$ cat config.mk
export PLATFORM = sky130hd
export DESIGN_NAME = bsg_mul_array_stage
export DESIGN_NICKNAME = d
export VERILOG_FILES = /design/src/rtl/bsg_mul_array_pkg.sv /design/src/rtl/bsg_mul_array_stage_row_comb.sv /design/src/rtl/bsg_mul_array_stage.sv
export SDC_FILE = /design/constraint.sdc
export NUM_CORES = 1
export LEC_CHECK = 0
export BUFFER_PORTS_ARGS = -buffer_cell sky130_fd_sc_hd__buf_2
export CAP_MARGIN = 20
export CORE_UTILIZATION = 54
export DETAILED_ROUTE_END_ITERATION = 10
export PLACE_DENSITY = 0.77
export SLEW_MARGIN = 15
export SYNTH_ARGS = -nofsm -noshare
export SYNTH_HDL_FRONTEND = slang
export SYNTH_HIERARCHICAL = 1
export SYNTH_SLANG_ARGS = --single-unit
$ cat constraint.sdc
create_clock -name clk_i -period 2 [get_ports clk_i]
set_input_delay 0.2 -clock clk_i [delete_from_list [all_inputs] [get_ports clk_i]]
set_output_delay 0.2 -clock clk_i [all_outputs]
set_load 0.005 [all_outputs]
$ cat src/rtl/bsg_mul_array_pkg.sv
// Shared types, constants and width helpers for the elastic array-multiplier stage.
package bsg_mul_array_pkg;

    typedef enum logic [1:0] {
        EMPTY,
        ONE,
        FULL
    } bsg_mul_array_state_e;

    localparam int bsg_mul_array_buf_els_gp = 2;

    function automatic int accum_width(input int row_idx, input int rows);
        return row_idx + rows;
    endfunction

    // A zero-width retired-bit input is not legal, so the first stage gets a dummy bit.
    function automatic int accum_in_width(input int row_idx);
        return (row_idx > 0) ? row_idx : 1;
    endfunction

endpackage

$ cat src/rtl/bsg_mul_array_stage_row_comb.sv
// One combinational multiplier row: adds the gated multiplicand to the halved running sum.
// Signed rows sign-extend the partial product and the sum; the final signed row subtracts.
module bsg_mul_array_row_comb #(
    parameter int width_p = 16
) (
    input  logic [width_p-1:0] a,
    input  logic               b_bit,
    input  logic [width_p-1:0] s,
    input  logic               c,
    input  logic               is_last,
    input  logic               is_signed,
    output logic [width_p-1:0] s_next,
    output logic               c_next
);

    logic [width_p:0] shifted;
    logic [width_p:0] pp;
    logic [width_p:0] sum;

    // s[0] was already retired by the previous row, so only the upper bits carry forward.
    always_comb begin
        shifted = {is_signed & c, c, s[width_p-1:1]};
        pp      = {is_signed & a[width_p-1], a} & {(width_p+1){b_bit}};
        if (is_signed && is_last) begin
            sum = shifted - pp;
        end else begin
            sum = shifted + pp;
        end
        {c_next, s_next} = sum;
    end

endmodule

$ cat src/rtl/bsg_mul_array_stage.sv
// Elastic array-multiplier stage: rows_p combinational rows feeding a 2-entry output FIFO.
// Define BSG_MUL_ARRAY_STAGE_SIGNED_EN to add the signed_i/signed_o two's-complement mode.
module bsg_mul_array_stage
    import bsg_mul_array_pkg::*;
#(
    parameter int width_p   = 16,
    parameter int rows_p    = 1,
    parameter int row_idx_p = 0
) (
    input  logic                                        clk_i,
    input  logic                                        rst_ni,
    input  logic                                        v_i,
    output logic                                        ready_o,
    input  logic [width_p-1:0]                          a_i,
    input  logic [width_p-1:0]                          b_i,
    input  logic [width_p-1:0]                          s_i,
    input  logic                                        c_i,
    input  logic [accum_in_width(row_idx_p)-1:0]        prod_accum_i,
`ifdef BSG_MUL_ARRAY_STAGE_SIGNED_EN
    input  logic                                        signed_i,
    output logic                                        signed_o,
`endif
    output logic                                        v_o,
    input  logic                                        yumi_i,
    output logic [width_p-1:0]                          a_o,
    output logic [width_p-1:0]                          b_o,
    output logic [width_p-1:0]                          s_o,
    output logic                                        c_o,
    output logic [accum_width(row_idx_p, rows_p)-1:0]   prod_accum_o
);

    localparam int acc_w = accum_width(row_idx_p, rows_p);

    logic                 enq;
    logic                 deq;
    logic                 sgn_in;
    logic [width_p-1:0]   s_first;
    logic                 c_first;
    logic [width_p-1:0]   s_last;
    logic                 c_last;
    logic [acc_w-1:0]     accum_next;

    assign enq = v_i & ready_o;
    assign deq = v_o & yumi_i;

`ifdef BSG_MUL_ARRAY_STAGE_SIGNED_EN
    assign sgn_in = signed_i;
`else
    assign sgn_in = 1'b0;
`endif

    if (row_idx_p == 0) begin : g_first
        logic accum_unused;
        assign accum_unused = ^{prod_accum_i, s_i, c_i};
        assign s_first = '0;
        assign c_first = 1'b0;
    end else begin : g_mid
        assign s_first = s_i;
        assign c_first = c_i;
        assign accum_next[row_idx_p-1:0] = prod_accum_i;
    end

    // Each row retires its sum LSB as the next product bit above the bits already retired.
    for (genvar k = 0; k < rows_p; k++) begin : g_row
        logic [width_p-1:0] s_in;
        logic [width_p-1:0] s_nx;
        logic               c_in;
        logic               c_nx;

        if (k == 0) begin : g_src
            assign s_in = s_first;
            assign c_in = c_first;
        end else begin : g_src
            assign s_in = g_row[k-1].s_nx;
            assign c_in = g_row[k-1].c_nx;
        end

        bsg_mul_array_row_comb #(
            .width_p (width_p)
        ) row (
            .a         (a_i),
            .b_bit     (b_i[row_idx_p+k]),
            .s         (s_in),
            .c         (c_in),
            .is_last   ((row_idx_p + k) == (width_p - 1)),
            .is_signed (sgn_in),
            .s_next    (s_nx),
            .c_next    (c_nx)
        );

        assign accum_next[row_idx_p+k] = s_nx[0];
    end

    assign s_last = g_row[rows_p-1].s_nx;
    assign c_last = g_row[rows_p-1].c_nx;

    logic [width_p-1:0] a_q   [bsg_mul_array_buf_els_gp];
    logic [width_p-1:0] b_q   [bsg_mul_array_buf_els_gp];
    logic [width_p-1:0] s_q   [bsg_mul_array_buf_els_gp];
    logic               c_q   [bsg_mul_array_buf_els_gp];
    logic [acc_w-1:0]   acc_q [bsg_mul_array_buf_els_gp];
    logic               wr_ptr;
    logic               rd_ptr;

    always_ff @(posedge clk_i or negedge rst_ni) begin
        if (!rst_ni) begin
            wr_ptr <= 1'b0;
            rd_ptr <= 1'b0;
            for (int i = 0; i < bsg_mul_array_buf_els_gp; i++) begin
                a_q[i]   <= '0;
                b_q[i]   <= '0;
                s_q[i]   <= '0;
                c_q[i]   <= 1'b0;
                acc_q[i] <= '0;
            end
        end else begin
            if (enq) begin
                a_q[wr_ptr]   <= a_i;
                b_q[wr_ptr]   <= b_i;
                s_q[wr_ptr]   <= s_last;
                c_q[wr_ptr]   <= c_last;
                acc_q[wr_ptr] <= accum_next;
                wr_ptr        <= ~wr_ptr;
            end
            if (deq) begin
                rd_ptr <= ~rd_ptr;
            end
        end
    end

`ifdef BSG_MUL_ARRAY_STAGE_SIGNED_EN
    logic sgn_q [bsg_mul_array_buf_els_gp];

    always_ff @(posedge clk_i or negedge rst_ni) begin
        if (!rst_ni) begin
            for (int i = 0; i < bsg_mul_array_buf_els_gp; i++) begin
                sgn_q[i] <= 1'b0;
            end
        end else if (enq) begin
            sgn_q[wr_ptr] <= signed_i;
        end
    end

    assign signed_o = sgn_q[rd_ptr];
`endif

    assign a_o          = a_q[rd_ptr];
    assign b_o          = b_q[rd_ptr];
    assign s_o          = s_q[rd_ptr];
    assign c_o          = c_q[rd_ptr];
    assign prod_accum_o = acc_q[rd_ptr];

    bsg_mul_array_state_e state;

    // Occupancy FSM; v_o and ready_o are registered alongside the state.
    always_ff @(posedge clk_i or negedge rst_ni) begin
        if (!rst_ni) begin
            state   <= EMPTY;
            v_o     <= 1'b0;
            ready_o <= 1'b1;
        end else begin
            case (state)
                EMPTY: begin
                    if (enq) begin
                        state <= ONE;
                        v_o   <= 1'b1;
                    end
                end
                ONE: begin
                    if (enq && !deq) begin
                        state   <= FULL;
                        ready_o <= 1'b0;
                    end else if (deq && !enq) begin
                        state <= EMPTY;
                        v_o   <= 1'b0;
                    end
                end
                FULL: begin
                    if (deq) begin
                        state   <= ONE;
                        ready_o <= 1'b1;
                    end
                end
                default: begin
                    state   <= EMPTY;
                    v_o     <= 1'b0;
                    ready_o <= 1'b1;
                end
            endcase
        end
    end

    yumi_without_valid: assert property (@(posedge clk_i) disable iff (!rst_ni) yumi_i |-> v_o);

endmodule

# Word level (Yosys, flattened, before mapping)
# Index checks and enable logic that the tools add are counted.
[classes]
magnitude_cmp = 3
eq_ne = 8
n_mux = 36
bitwise_logic = 9
reduce_logical = 9
[op_table]
columns = ["cell", "count"]
rows = [
  ["16-bit two-way mux", 10],
  ["32-bit bitwise mux", 3],
  ["16-bit by 17-bit AND with 17-bit output", 1],
  ["16-bit demux with 1-bit select", 1],
  ["1-bit two-way mux", 12],
  ["2-bit != test, second input constant", 5],
  ["2-bit two-way mux", 4],
  ["1-bit one-hot mux with 3 select lines", 2],
  ["2-bit one-hot mux with 3 select lines", 1],
  ["3-bit AND reduction", 2],
  ["2-bit bitwise mux", 2],
  ["2-bit >= comparator, second input constant", 2],
  ["1-bit inverter", 4],
  ["1-bit inverter with 2-bit output", 2],
  ["4-bit AND reduction", 1],
  ["1-bit logical AND", 3],
  ["3-bit != test, second input constant", 1],
  ["1-bit AND", 2],
  ["2-bit by 1-bit == test with 1-bit output, second input constant", 1],
  ["2-bit == test, second input constant", 1],
  ["1-bit logical NOT", 2],
  ["2-bit logical NOT", 1],
  ["2-bit by 1-bit less-than comparator with 1-bit output, second input constant", 1],
  ["1-bit demux with 1-bit select", 1],
]
[word_totals]
regBits = 106
inputBits = 54
output_inout_bits = 52

# Logic depth before layout (Yosys ltp)
# Gate-level depths: netlist (run 1).
[depth]
word_depth = 6
mapped_depth = 16
depth_no_buf = 13

# By module
# Netlist (run 1), hierarchy kept.
[by_module_without_submodules]
columns = ["mod", "instances", "cells_per_inst", "area_each_um2", "seq_area_each_um2"]
rows = [
  ["bsg_mul_array_stage", 1, 291, 4749.6, 2603.7],
  ["bsg_mul_array_row_comb", 1, 218, 1456.4, 0.0],
]

# Worst setup path after synthesis (run 1)
# OpenSTA, ideal clock, no wires.
[synth_path]
path_type = "input port to flip-flop"
start = "in b_i[0]"
end = "reg s_q[14] in the netlist's numbering"
setup_time_ps = 65
t_arrival_ps = 3223
t_required_ps = 1935
setup_slack_ps = -1288
path_stages = 14
path_cell_list = "buf_1 clkbuf_1 nand2_1 ha_1 clkbuf_1 o21ai_0 o311ai_0 ha_1 o21ai_0 a21boi_0 o221ai_2 or4b_1 o211ai_1 mux2_2"
[synth_via]
elab_chain_cells = 2
[synth_lines]
columns = ["element", "line", "rtl"]
rows = [
  ["from (decl)", "bsg_mul_array_stage.sv:15", "input logic [width_p-1:0] b_i,"],
  ["16-bit by 17-bit AND with 17-bit output", "bsg_mul_array_stage_row_comb.sv:23", "pp = {is_signed & a[width_p-1], a} & {(width_p+1){b_bit}};"],
  ["named net g_row[0].s_nx[14]", "bsg_mul_array_stage.sv:66", "logic [width_p-1:0] s_nx;"],
  ["32-bit bitwise mux", "bsg_mul_array_stage.sv:120", "s_q[wr_ptr] <= s_last;"],
  ["to (signal, indexed assignment)", "bsg_mul_array_stage.sv:120", ""],
  ["to (decl)", "bsg_mul_array_stage.sv:99", "logic [width_p-1:0] s_q [bsg_mul_array_buf_els_gp];"],
]
# The timed path passes the listed nets, and every way through them passes these cells.
# A chain may end at the register's enable or synchronous reset.

==> results of run 1 <==
[registers in the layout, indices dropped and copies added, names as in the netlist]
signal / count
a_q: 32
ready_o: 1
v_o: 1
s_q: 32
state: 2
wr_ptr: 1
b_q: 32
rd_ptr: 1
c_q: 2
[final cells by class]
class                   count  area, um2
clock buffers               9        225
clock inverters             7        101
fillers                   687       2590
inverters                  15       63.8
multi-input cells         385       3910
flip-flops and latches    104       2610
well taps                 140        175
repair buffers            184       1370
[worst min-delay path by stage]
| stage | startpoint | endpoint | slack (ns) |
|---|---|---|---|
| after CTS | v_i | ready_o | 0.07 |
| after global routing | b_i[2] | b_q[18] | 0.08 |
| after detailed placement | rst_ni | state[0] | 0.18 |
| after floorplan | rst_ni | a_q[0] | -0.1 |
| after global placement | rst_ni | state[0] | 0.17 |
| final | v_i | ready_o | 0.08 |
[kinds of logic after synthesis]
group	Yosys count	share of synthesized area, %
other	1	0.0604
buffers and inverters	42	4.40
multiplexers	147	29.6
AO/OA/AOI/OAI	89	10.0
flip-flops	104	42.0
XOR/XNOR	24	3.39
adder cells (fa/ha/maj)	18	3.75
AND/OR/NAND/NOR	84	6.77
[power by group through the flow]
stage / registers (W) / clock network (W) / logic [W]
final: 0.00377 / 0.00195 / 0.00527
after floorplan: 0.00356 / 0 / 0.00348
after global routing: 0.00389 / 0.00206 / 0.00571
after detailed placement: 0.00377 / 0 / 0.00481
after CTS: 0.00376 / 0.00198 / 0.00507
after global placement: 0.00368 / 0 / 0.00468
[per-layer routing]
layer / track usage [%] / part of all wire [%] / vias up
met3: 6.40 / 5.5 / 30
li1: - / - / 2218
met4: 9.62 / 2.2 / 0
met2: 46.7 / 51 / 162
met1: 31.2 / 41 / 2378
met5: 0 / 0 / -
[cells in the final DEF (no fill, tap or decap), types with 4 or more instances in the layout]
cell       instances
clkbuf_16          9
a21oi_1           11
o21ai_0            4
buf_6             21
nand2_1           17
buf_4             76
a31oi_1            4
nor2_1            18
nand3_1            8
or2_4              4
o21a_1             6
dfrtp_1          102
buf_12             6
buf_2             77
inv_1             12
conb_1            23
mux2_2            92
o21ai_2            5
xnor2_2            4
ha_4               5
a21o_1             8
o211ai_1           8
mux2_4            55
a21oi_2            8
xnor2_1            5
ha_1              11
xor2_1            12
[cell usage after synthesis, drive strengths merged, types with 6 or more instances]
cell | count | area share [%]
a21o | 8 | 0.97
a21oi | 20 | 1.6
a31oi | 6 | 0.60
buf | 21 | 3.1
clkbuf | 6 | 0.36
dfrtp | 103 | 42
ha | 17 | 3.4
inv | 15 | 0.91
mux2 | 147 | 30
nand2 | 21 | 1.3
nand3 | 11 | 0.89
nor2 | 23 | 1.4
nor4 | 6 | 0.85
o211ai | 8 | 0.97
o21a | 6 | 0.73
o21ai | 15 | 1.3
xnor2 | 10 | 1.4
xor2 | 14 | 2.0
[what timing repair did]
| action | 4_1_cts | 5_1_grt |
|---|---|---|
| resized for setup | 66 | 41 |
| pin swaps | 42 | 39 |
| endpoints found under the hold margin | 30 | 0 |
| hold buffers | 1 | 0 |
| setup buffers | 24 | 11 |
| setup endpoints to repair | 24 | 26 |
[per-stage QoR]
stage | hold WS (ns) | instances
after floorplan | -0.0956 | 531
after global placement | 0.166 | 796
after detailed placement | 0.179 | 796
after CTS | 0.0748 | 835
after global routing | 0.0824 | 844
final | 0.0765 | 844
==> results.yml, run 1 <==
timing:
  drv_slew: 0
  period_share_pct: 125
  fin_skew_ns: 0.00573
  setup_ws_ns: -0.492
  rsz0062_at_grt: "true"
  hold_viol_final: 0
  worst_slew_pin_slew_ns: 0.533
  tns_ns: -8.69
  finalSetupViolCount: 28
  min_period_ns: 2.49
  max_freq_ghz: 0.401
  maxSlewHeadroom_pct: 64.2
drt:
  drtIter0Drc: 204
  dr.pass1.iters: 4
  viasPerCell: 5.67
  wl_per_cell_um: 18.2
  ant_nets: 0
  finalWirelength_um: 15400
  drc_errors: 0
  via_count: 4788
critical_path:
  cp.depth: 15
  rr_worst_depth: 4
  critPathMaxStageDelay_ns: 0.40
  crit_slowest_cell: "o21ai_0"
  endpoint_kind: "flop"
  crit_chain: "buf_8, buf_6, nand2_4, ha_4, buf_12, nor2_4, xor2_2, ha_1, o21a_1, o31a_1, buf_4, o21ai_0, nand3_1, o211ai_1, mux2_4"
  cp-endpoint: "s_q[29]"
  startpoint: "a_i[1]"
  critPathBufInv: 4
  cp_top_family: "compound AO/OA/AOI/OAI gates"
  cp.required_ns: 2.30
  r2r_end: "a_q[24]"
  path_class: "in2reg"
  critPathArrivalTime_ns: 2.80
  crit_fanout: 5
  reg2reg_slack_ns: 0.36
  reg2reg_from: "ready_o"
  worstSetupStartpointType: "input port"
status:
  status: "finished, violations left"
  violations: "negative setup slack"
power_and_ir_drop:
  switchingPower_w: 0.00346
  combPwrFrac_pct: 48.0
  p_int_w: 0.00753
  sw_frac_of_total_pct: 31.5
  finalPower_w: 0.0110
  clockPowerShare_pct: 17.7
  pwr-share-seq_pct: 34.3
  power.leakage_nw: 4.04
  peakVddDrop_mv: 1.38
  p_per_area_mw_per_mm2: 1300
global_routing:
  grt_pass1_wl_um: 24300
  grt_pass1_vias: 5172
  grt_max_degree: 51
  antenna_found_initial: 0
  gr-usage-all-layers_pct: 26.5
  grt_overflow_total: 0
yosys:
  synth-edff-count: 0
  avgSynthCellArea_um2: 12.2
  ys_seq_elements: 104
  synthCells: 509
  ys_seq_area_share_pct: 42.0
  async_reset_ff_share_pct: 100
  ys_types: 60
  synth.cell_area_mm2: 0.00621
  yosysWarnings: 6
  ys.flop_type: "dfrtp_1"
layout:
  finish.net_count: 771
  syn_to_final_growth_pct: 36.0
  drive_above_1_share_pct: 60.4
  post-route-util_pct: 76.5
  antenna_cells: 0
  stdcell_area_mm2: 0.00844
clocking:
  clockBufferDepth: 2
  cts.sinks: 104
  cts_buffers: 9
  cts_root_buf: "clkbuf_16"
  clock_latency_ns: 0.36
  htree_levels: 3
  cts_tree: "built"
  clk_pin_slew_worst_paths_ns: 0.07
placed_design:
  place_area_mm2: 0.00736
  hpwl_um: 9810
  place_ws_ns: -0.966
  place_congestion: 0.889
  portBuffers: 87
min_path:
  hp-class: "in2reg"
  min_path_cells: 2
floorplan:
  io_pins: 106
  die_h_um: 109
  start_util_pct: 56.3
  core_mm2: 0.0110
  die_area_mm2: 0.0119
  die_w_um: 109
  row_count: 38
run:
  max_cap_violations: 0
Power figures use the tool's default switching activity.
==> run 2, diff against run 1 <==
--- a/config.mk
+++ b/config.mk
@@ -5,10 +5,12 @@
 export SDC_FILE = /design/constraint.sdc
 export NUM_CORES = 1
 export LEC_CHECK = 0
+export ABC_CLOCK_PERIOD_IN_PS = 2000
 export BUFFER_PORTS_ARGS = -buffer_cell sky130_fd_sc_hd__buf_2
 export CAP_MARGIN = 20
 export CORE_UTILIZATION = 54
 export DETAILED_ROUTE_END_ITERATION = 10
+export GPL_TIMING_DRIVEN = 0
 export PLACE_DENSITY = 0.77
 export SLEW_MARGIN = 15
 export SYNTH_ARGS = -nofsm -noshare
==> run 2 against run 1 <==
The run still ends with negative setup slack left. Cell count shrank 3.8%. Non-clock buffer count is 32 lower. Sequential power shrank 1%. Fmax shrank 5.2%. Flip-flop and latch count did not move. Power shrank 3.7%. First-iteration DRC count up 9.3%. Critical path depth down 2. Clock power shrank 17%. Worst hold slack got worse by 0.014 ns. Routed wire length decreased by 5.3%. Largest cell class unchanged.
==> results.yml, run 2 (synthesized netlist as in run 1, its figures left out) <==
layout:
  finish.net_count: 739
  layout_commonest_cell: "dfrtp_1"
  antenna_cells: 0
  drive_above_1_share_pct: 54.9
  fill_cells: 739
  mostFrequentLayoutCells: "103 x dfrtp_1, 93 x mux2_2, 86 x buf_2"
  seqCellArea_mm2: 0.00260
  stdcell_area_mm2: 0.00806
  stdcell_count: 812
  syn_to_final_growth_pct: 29.8
  multi_input_area_mm2: 0.00384
  largestRegisters: "a_q (32), b_q (32), s_q (32)"
global_routing:
  grt_max_degree: 59
  antenna_found_initial: 0
  grt_overflow_total: 0
  grt_pass1_wl_um: 22900
  gr-usage-all-layers_pct: 25.3
  grt_pass1_vias: 4596
critical_path:
  crit_slowest_cell: "o41ai_4"
  critPathBufInv: 3
  critPathMaxStageDelay_ns: 0.41
  crit_fanout: 8
  path_class: "in2reg"
  worstSetupStartpointType: "input port"
  cp.required_ns: 2.29
  critPathArrivalTime_ns: 2.92
  crit_chain: "buf_12, or3_4, o41ai_4, buf_4, nor2_2, xor2_1, ha_1, buf_6, and3_1, nor4_1, a311oi_2, o211ai_1, mux2_4"
  cp_top_family: "simple AND/OR/NAND/NOR gates"
  endpoint_kind: "flop"
clocking:
  cts_root_buf: "clkbuf_16"
  cts_tree: "built"
  clk_pin_slew_worst_paths_ns: 0.07
  cts_buffers: 9
  clock_latency_ns: 0.35
  clockBufferDepth: 2
  htree_levels: 3
  cts.sinks: 104
floorplan:
  die_h_um: 109
  row_count: 38
  die_w_um: 109
  io_pins: 106
  start_util_pct: 56.3
  core_mm2: 0.0110
  die_area_mm2: 0.0119
placed_design:
  portBuffers: 87
  place_area_mm2: 0.00711
  dp_cells: 759
  place_congestion: 0.880
  hpwl_um: 10000
timing:
  drv_slew: 0
  fin_skew_ns: 0.00623
  hold_viol_final: 0
  setup_ws_ns: -0.629
  finalSetupViolCount: 26
  period_share_pct: 131
  max_freq_ghz: 0.380
  rsz0062_at_grt: "true"
  min_period_ns: 2.63
status:
  status: "finished, violations left"
  violations: "negative setup slack"
drt:
  ant_nets: 0
  via_count: 4575
  wl_per_cell_um: 17.9
  drtIter0Drc: 223
  viasPerCell: 5.63
  dr.pass1.iters: 4
  drc_errors: 0
  finalWirelength_um: 14600
min_path:
  hp-class: "in2reg"
power_and_ir_drop:
  power.leakage_nw: 3.79
  peakVddDrop_mv: 1.24
  p_per_area_mw_per_mm2: 1310
run:
  max_cap_violations: 0
==> run 2: metrics by stage <==
| step | power (W) | util [%] | hold slack, ns | setup WS, ns | TNS, ns |
|---|---|---|---|---|---|
| 6_report | 0.0106 | 73.0 | 0.0628 | -0.629 | -9.91 |
| 5_1_grt | 0.0112 | 73.0 | 0.0606 | -0.742 | -12.34 |
| 2_1_floorplan | 0.00704 | - | -0.0956 | -0.914 | -13.01 |
| 4_1_cts | 0.0104 | 70.5 | 0.0490 | -0.555 | -8.81 |
| 3_3_place_gp | 0.00834 | 64.1 | 0.415 | -1.15 | -54.14 |
| 3_5_place_dp | 0.00858 | 64.4 | 0.159 | -1.23 | -26.97 |
==> run 2: cell type report <==
| class | count | share of cell area (%) |
|---|---|---|
| multi-input cells | 385 | 47.6 |
| flip-flops and latches | 104 | 32.3 |
| repair buffers | 127 | 10.7 |
| plain buffers | 25 | 3.22 |
| clock buffers | 14 | 3.03 |
| well taps | 140 | 2.17 |
| inverters | 15 | 0.761 |
| clock inverters | 2 | 0.202 |
==> run 2: timing repair <==
| item | in CTS | in global routing |
|---|---|---|
| gates resized for setup | 48 | 43 |
| buffers inserted | 27 | 13 |
| hold buffers | 1 | 0 |
| setup endpoints to repair | 29 | 27 |
| endpoints found under the hold margin | 46 | 0 |
| pin swaps | 34 | 47 |
==> run 2: worst paths after layout <==
kind                         from      end  slack, ns  cells after the start
min in group asynchronous  rst_ni   b_q[6]       0.34                      2
hold / removal                v_i  ready_o       0.06                      2
hold reg to reg            s_q[7]   s_q[7]       0.50                      1
setup reg to reg           wr_ptr   b_q[6]       0.29                      4
max in group asynchronous  rst_ni  ready_o       1.00                      3
setup / recovery           a_i[4]  s_q[30]      -0.63                     13
==> run 2: report_power, final <==
group          switching, W  leakage (nW)  internal, W
combinational       0.00203          2.43      0.00319
sequential         0.000560          1.24      0.00317
clock              0.000772         0.121     0.000853
total               0.00336          3.79      0.00722
==> run 2: metal layers <==
layer / vias to the layer above / track usage [%] / part of all wire [%]
met2: 117 / 43.4 / 50
met5: - / 0 / 0
met1: 2295 / 32.3 / 44
met3: 9 / 5.02 / 4.3
met4: 0 / 7.62 / 0.99
li1: 2154 / - / -
==> run 2: worst register-to-register path: stages (launching register included) <==
cell and delay (ns):
dfrtp_1 0.40, nand3_1 0.18, buf_2 0.29, buf_2 0.33
mux2_2 0.39
